==> config.mk <==
export PLATFORM = sky130hd
export DESIGN_NAME = reg_file_sb
export DESIGN_NICKNAME = d
export VERILOG_FILES = /design/src/rtl/reg_file_sb.sv
export SDC_FILE = /design/constraint.sdc
export NUM_CORES = 1
export LEC_CHECK = 0
export BUFFER_PORTS_ARGS = -buffer_cell sky130_fd_sc_hd__buf_2
export CORE_ASPECT_RATIO = 0.7
export CORE_MARGIN = 2
export CORE_UTILIZATION = 40
export CTS_CLUSTER_SIZE = 30
export DETAILED_ROUTE_END_ITERATION = 8
export PLACE_DENSITY_LB_ADDON = 0.08
export SYNTH_ARGS = -nofsm -noshare
export SYNTH_HDL_FRONTEND = slang
export SYNTH_SLANG_ARGS = --single-unit
==> constraint.sdc <==
create_clock -name clk -period 3.6 [get_ports clk]
set_input_delay 0.54 -clock clk [delete_from_list [all_inputs] [get_ports clk]]
set_output_delay 0.54 -clock clk [all_outputs]
set_load 0.01 [all_outputs]
==> src/rtl/reg_file_sb.sv <==
// Parametrised CPU register file: clear sequencer, write-to-read bypass and busy scoreboard.
// Optional trace output is compiled in when REG_FILE_TRACE_EN is defined.
module reg_file_sb #(
    parameter int unsigned XLEN  = 32,
    parameter int unsigned NREGS = 32,
    parameter int unsigned AW    = 5,
    parameter int unsigned NRD   = 2
) (
    input  logic                clk,
    input  logic                rst,
    output logic                ready,
    input  logic [NRD*AW-1:0]   raddr,
    output logic [NRD*XLEN-1:0] rdata,
    output logic [NRD-1:0]      busy,
    input  logic                we,
    input  logic [AW-1:0]       waddr,
    input  logic [XLEN-1:0]     wdata,
    input  logic                alloc,
    input  logic [AW-1:0]       alloc_addr
);

    localparam logic [AW-1:0] LAST_REG = AW'(NREGS - 1);

    typedef enum logic {
        CLEAR = 1'b0,
        RUN   = 1'b1
    } state_t;

    state_t          state;
    state_t          state_nxt;
    logic [AW-1:0]   clr_ptr;
    logic [AW-1:0]   clr_ptr_nxt;
    logic [XLEN-1:0] regs [NREGS];
    logic [NREGS-1:0] sb;
    logic            wr_en;
    logic            al_en;
    logic [AW-1:0]   ra;
    logic            byp;

    // State register
    always_ff @(posedge clk or posedge rst) begin
        if (rst) begin
            state   <= CLEAR;
            clr_ptr <= '0;
        end else begin
            state   <= state_nxt;
            clr_ptr <= clr_ptr_nxt;
        end
    end

    // Next-state: walk every register once, then hold in RUN
    always_comb begin
        state_nxt   = state;
        clr_ptr_nxt = clr_ptr;
        case (state)
            CLEAR: begin
                if (clr_ptr == LAST_REG) begin
                    state_nxt = RUN;
                end else begin
                    clr_ptr_nxt = clr_ptr + AW'(1);
                end
            end
            RUN:     state_nxt = RUN;
            default: state_nxt = CLEAR;
        endcase
    end

    // Outputs decoded from state
    always_comb begin
        ready = 1'b0;
        wr_en = 1'b0;
        al_en = 1'b0;
        if (state == RUN) begin
            ready = 1'b1;
            wr_en = we && (waddr != '0);
            al_en = alloc && (alloc_addr != '0);
        end
    end

    // Storage: no reset, the sequencer zeroes it after every reset
    always_ff @(posedge clk) begin
        if (state == CLEAR) begin
            regs[clr_ptr] <= '0;
        end else if (wr_en) begin
            regs[waddr] <= wdata;
        end
    end

    // Scoreboard: alloc is applied after the write-clear so a new producer wins
    always_ff @(posedge clk or posedge rst) begin
        if (rst) begin
            sb <= '0;
        end else begin
            if (wr_en) sb[waddr] <= 1'b0;
            if (al_en) sb[alloc_addr] <= 1'b1;
        end
    end

    // Read ports with zero-cycle forwarding from the write port
    always_comb begin
        rdata = '0;
        busy  = '0;
        ra    = '0;
        byp   = 1'b0;
        if (state == RUN) begin
            for (int k = 0; k < int'(NRD); k++) begin
                ra  = raddr[k*AW +: AW];
                byp = we && (waddr == ra);
                if (ra != '0) begin
                    rdata[k*XLEN +: XLEN] = byp ? wdata : regs[ra];
                    busy[k]               = sb[ra] && !byp;
                end
            end
        end
    end

`ifdef REG_FILE_TRACE_EN
    string trace_line;
    always @(posedge clk) begin
        if (!rst && state == RUN) begin
            trace_line = "CPUv2:";
            for (int i = 0; i < 16; i++) begin
                if (i < int'(NREGS)) begin
                    trace_line = {trace_line, $sformatf(" %h", (i == 0) ? XLEN'(0) : regs[AW'(i)])};
                end
            end
            $strobe("%s", trace_line);
            if (wr_en) $strobe("CPUv2: wr x%0d <= %h", waddr, wdata);
            if (al_en) $strobe("CPUv2: alloc x%0d", alloc_addr);
        end
    end
`endif

endmodule
==> results.cfg, run 1 <==
[worst_setup_path]
crit_type = reg -> out
crit_arrival_ps = 3050
start_kind = flip-flop
endpoint_kind = primary output
critPathMaxFanout = 7
crit_required_ps = 3060

[synthesis]
netlist_area_um2 = 50600
ys_seq_area_frac = 0.627
ys_ff_latch = 1062
yosys_warnings = 0
synth_area_leaders = edfxtp_1 (61%), mux4_2 (17%), mux2i_1 (5.3%)
synth_edf_count = 1024
yosysUniqueCellTypes = 57
synth_top_area_cell = edfxtp_1
synth_top_area_share = 0.608
postSynthAreaPerCell_um2 = 17.3
syn_nets = 2980
async_flop_share = 0.0358
synth_ff_type = edfxtp_1
synthCells = 2922

[die]
fp-row-count = 109
ioPinCount = 123
start_util = 0.402
core-area_um2 = 126000
die_w_um = 429
die_height_um = 301
dieArea_um2 = 129000

[grt]
grt-ovfl-total = 0
track_usage = 0.289
antenna_found_initial = 7
first_global_vias = 32600
grt_pass1_wl_um = 260000
grt_max_degree = 69

[final_layout]
fill_cells = 10700
drive_above_1_share = 0.323
seq_area_um2 = 31700
nets = 3283
fin_cells = 4980
syn_to_final_growth_pct = 17.1
multiInputGateArea_um2 = 18000

[clocking]
cts.sinks = 1062
clk_latency_ps = 740
cts_buffers = 109
clockBufferDepth = 3
path_clk_slew_ps = 70
cts_tree = done
cts-root-buf = clkbuf_16
cts_htree_levels = 3

[timing]
setup-violations-final = 0
finalCritPeriodShare = 0.997
worst_slew_pin_slew_ps = 1220
maxSlewHeadroom = 0.188
finalHoldViolCount = 0
finClkSkew_ps = 30.0
rsz0062_at_grt = yes
fmax_mhz = 279
period_needed_ps = 3590
finalMaxSlewViolations = 0

[outcome]
status = complete, no violations

[placement]
gp_congestion = 0.845
post-dp-hpwl_um = 118000
place_inst = 4774
io_buffers = 122

[route]
routedWlPerCell_um = 37.8
routed_wl_um = 188000
drt_iter0_drc = 4112
viasPerCell = 6.60
drc = 0
vias = 32900
final_antenna_net_count = 0
drt_pass1_iterations = 6

[power]
irDropWorstVdd_v = 0.000339
power.density_nw_per_um2 = 465
power_uw = 27500
power_leakage_uw = 0.0210

[job]
drv_cap = 0

[min_path]
hp-class = in -> reg
power breakdown:
part | internal (uW) | leakage (uW) | switching (uW) | total (uW)
clock | 6100 | 0.00164 | 4880 | 11000
sequential | 13600 | 0.0111 | 43.8 | 13700
combinational | 1100 | 0.00822 | 1770 | 2870
cell type report:
class,count,share of cell area
diodes,2,0.0000845
clock buffers,131,0.0488
clock inverters,68,0.00798
inverters,5,0.000317
multi-input cells,1619,0.304
flip-flops and latches,1062,0.535
well taps,1665,0.0352
repair buffers,428,0.0681
worst max-delay path, cell delays in order, from the launching register on:
cell,delay (ps)
dfrtp_2,490
buf_4,210
nand4b_1,100
buf_4,150
buf_4,230
o22ai_1,150
a211oi_1,280
a31oi_1,100
o32a_1,420
buf_2,180
worst paths after layout:
check / from / to / slack [ps] / cells after the start
hold reg to reg: sb[0]$_DFF_PP0_ / sb[0]$_DFF_PP0_ / 400 / 0
setup / recovery: state$_DFF_PP0_ / rdata[13] / 10 / 9
max in group asynchronous: rst / state$_DFF_PP0_ / 2750 / 4
setup reg to reg: state$_DFF_PP0_ / regs[7][30]$_DFFE_PP_ / 660 / 4
hold / removal: alloc_addr[4] / sb[24]$_DFF_PP0_ / 250 / 3
min in group asynchronous: rst / sb[30]$_DFF_PP0_ / 480 / 4
cell families after synthesis:
group           synth area share
fa+ha+maj               0.000495
simple gates              0.0372
flops                      0.627
xor+xnor                 0.00225
mux                        0.233
compound gates            0.0757
buf+inv                   0.0247
timing repair:
| action | in CTS | in global routing |
|---|---|---|
| setup endpoints to repair | 59 | 17 |
| hold buffers | 1 | 0 |
| cloned | 1 | 0 |
| pin swaps | 4 | 4 |
| endpoints found under the hold margin | 38 | 0 |
| gates resized for setup | 24 | 18 |
| buffers inserted | 3 | 0 |
sequential cells by signal, indices dropped and copies added (netlist names):
signal / cells
sb: 32
clr_ptr: 5
regs: 1024
state: 1
Yosys cell counts (all sizes together) (9+ instances only):
library cell  count
a221oi           12
a31oi            21
nor3             67
nor2b            53
o21a             11
a21oi            43
and2             37
nor2             59
nand2            63
o32a             62
o22ai           121
buf             141
xor2              9
o21ai           124
o221ai           11
o22a             19
dfrtp            38
mux2i           269
a22oi            80
mux4            392
mux2             22
edfxtp         1024
nand2b           13
a211oi           48
nand3            30
clkbuf           95
routing by layer:
metal  up-vias  share of wire  global-route usage
met5         -              0                   0
met4         0          0.034              0.0952
met3       341           0.10              0.0716
met2      1908           0.44               0.429
met1     17600           0.43               0.419
li1      13000              -                   -
placed cells by master, fill, tap and decap left out, types with 26 or more instances in the layout:
cell,n
mux2i_1,269
buf_4,220
nor2b_1,51
edfxtp_1,1024
and2_1,36
dfrtp_1,37
nor2_4,32
mux4_2,392
a22oi_1,79
nor3_1,60
o21ai_0,106
nand3_1,26
a21oi_1,40
clkinv_1,33
buf_12,83
o32a_1,60
clkbuf_16,111
o22ai_1,117
a211oi_1,48
buf_2,115
nand2_1,62
through the flow:
stage	hold slack [ps]	utilization	cell area, um^2	setup WS [ps]	TNS (ps)
2_1_floorplan	441	-	50600	-941	-101630
3_3_place_gp	383	0.442	55600	-3.35	-3.35
3_5_place_dp	384	0.442	55600	-12.7	-12.7
4_1_cts	195	0.470	59200	5.23	0
5_1_grt	242	0.471	59200	-21.3	-24.6
6_report	251	0.471	59200	10.9	0
(Power assumes the default switching activity.)
==> inputs of run 2 (changes only) <==
- CORE_UTILIZATION: 40 -> 37
==> run 2 against run 1 <==
- the flow now finishes with violations (negative setup slack)
- clock power rose by 7%
- final cell count up 2.5%
- clock-buffer cell count is 1 higher
- cell area rose by 0.98%
- via count increased by 1.1%
- utilization down 2.9 points
- critical endpoint is now rdata[56]
- largest power group unchanged
==> results.cfg, run 2 (synthesized netlist as in run 1, its figures left out) <==
[worst_setup_path]
crit_arrival_ps = 3070
worstReg2RegStart = state$_DFF_PP0_
crit_family = compound AO/OA/AOI/OAI gates
crit_top_cell = buf_4
endpoint_kind = primary output
reg2reg_depth = 4
cp_num_cells = 8
critPathMaxFanout = 9
crit_type = reg -> out
cp_slowest_cell = dfrtp_4
crit_required_ps = 3060
start_kind = flip-flop
slowest_delay_ps = 600
crit_buf_inv = 3
reg2reg_to = regs[18][14]$_DFFE_PP_
r2r_setup_slack_ps = 670
worstPathCellList = buf_4, nand2_2, nor2_1, buf_4, a221oi_2, a21oi_1, o32a_1, buf_2

[timing]
maxSlewHeadroom = 0.113
finalCritPeriodShare = 1.00
rsz0062_at_grt = yes
fin_setup_tns_ps = -17.2
finClkSkew_ps = 56.1
finalHoldViolCount = 0
fmax_mhz = 277
fin_ws_ps = -13.0
finalMaxSlewViolations = 0
worst_slew_pin_slew_ps = 1330
period_needed_ps = 3610
setup-violations-final = 3

[route]
drc = 0
vias = 33200
routedWlPerCell_um = 38.5
routed_wl_um = 197000
viasPerCell = 6.51
drt_pass1_iterations = 5
drt_iter0_drc = 4529
final_antenna_net_count = 0

[grt]
track_usage = 0.280
grt_pass1_wl_um = 271000
grt_max_degree = 68
grt-ovfl-total = 0
first_global_vias = 33200
antenna_found_initial = 10

[clocking]
cts_tree = done
cts.sinks = 1062
cts_htree_levels = 3
clk_latency_ps = 760
clockBufferDepth = 3
cts-root-buf = clkbuf_16
path_clk_slew_ps = 60
cts_buffers = 111

[die]
fp-row-count = 113
die_w_um = 446
start_util = 0.373
die_height_um = 313
dieArea_um2 = 140000
ioPinCount = 123
core-area_um2 = 136000

[power]
irDropWorstVdd_v = 0.000406
power.density_nw_per_um2 = 475
power_leakage_uw = 0.0211

[placement]
io_buffers = 122
gp_congestion = 0.846
dp_worst_setup_slack_ps = -80.7
post-dp-hpwl_um = 124000
place_inst = 4882

[min_path]
worstHoldPathCells = 3
worstHoldStart = alloc_addr[4]
holdPathEnd = sb[20]$_DFF_PP0_
hp-class = in -> reg

[final_layout]
drive_above_1_share = 0.328
final_util = 0.441
largest_reg_flops = 1024
layout_common_cells = edfxtp_1 (1,024), mux4_2 (392), mux2i_1 (269)
fill_cells = 11800
nets = 3283
fin_cells = 5106
registers.top_by_ff_count = regs
syn_to_final_growth_pct = 18.3
mostFrequentLayoutCell = edfxtp_1
top_regs = regs x1024, sb x32, clr_ptr x5

[outcome]
violations = negative setup slack
status = finished, violations left

[job]
drv_cap = 0
## run 2: cell types whose count changed in the layout (fill, tap and decap cells not counted), moves of 5 or more
cell,delta
bufinv_16,+8
buf_4,-14
a211oi_2,+5
a211oi_1,-5
clkinv_2,+8
buf_12,+11
clkinv_1,-8
## run 2: layout make-up
cell class / count / area (um^2) / area share
multi-input cells: 1620 / 18100 / 0.302
repair buffers: 425 / 4130 / 0.0690
diodes: 3 / 7.51 / 0.000125
inverters: 5 / 18.8 / 0.000314
well taps: 1782 / 2230 / 0.0373
flip-flops and latches: 1062 / 31700 / 0.530
clock inverters: 77 / 768 / 0.0128
clock buffers: 132 / 2880 / 0.0481
## run 2: worst max path at each step
stage	from	end	slack (ps)
6_report	state$_DFF_PP0_	rdata[56]	-10
5_1_grt	state$_DFF_PP0_	rdata[48]	-110
4_1_cts	state$_DFF_PP0_	rdata[48]	-10
3_5_place_dp	raddr[7]	rdata[62]	-80
3_3_place_gp	raddr[7]	rdata[62]	-60
2_1_floorplan	waddr[2]	regs[13][0]$_DFFE_PP_	-940
## run 2: through the flow
stage	hold slack (ps)	power, uW	instance area (um^2)
finish	251	28400	59800
CTS	189	28600	59700
floorplan	441	15500	50600
global route	233	29200	59800
detailed placement	384	16800	55900
global placement	380	16800	55900
## run 2: power by group
| group | switching [uW] | total, uW | leakage (uW) | internal (uW) |
|---|---|---|---|---|
| combinational | 1840 | 2930 | 0.00825 | 1100 |
| sequential | 40.7 | 13700 | 0.0111 | 13600 |
| clock | 5100 | 11800 | 0.00180 | 6700 |
## run 2: repair_timing
item | CTS | global route
gates resized for setup | 25 | 20
endpoints found under the setup margin | 63 | 27
cloned | 1 | 0
endpoints found under the hold margin | 38 | 0
hold buffers | 1 | 0
pin swaps | 1 | 2
buffers inserted | 0 | 10
## run 2: worst reg2reg max path: stages (launching register included)
cell and delay (ps):
dfrtp_4 580, buf_12 220, o311a_4 350, buf_12 280, and2_1 1100
## run 2: layer usage
| layer | share of wire | up-vias | track usage |
|---|---|---|---|
| met5 | 0.000036 | - | 0 |
| met4 | 0.027 | 2 | 0.0713 |
| met3 | 0.095 | 275 | 0.0629 |
| met2 | 0.43 | 1948 | 0.408 |
| met1 | 0.44 | 18000 | 0.423 |
| li1 | - | 13000 | - |
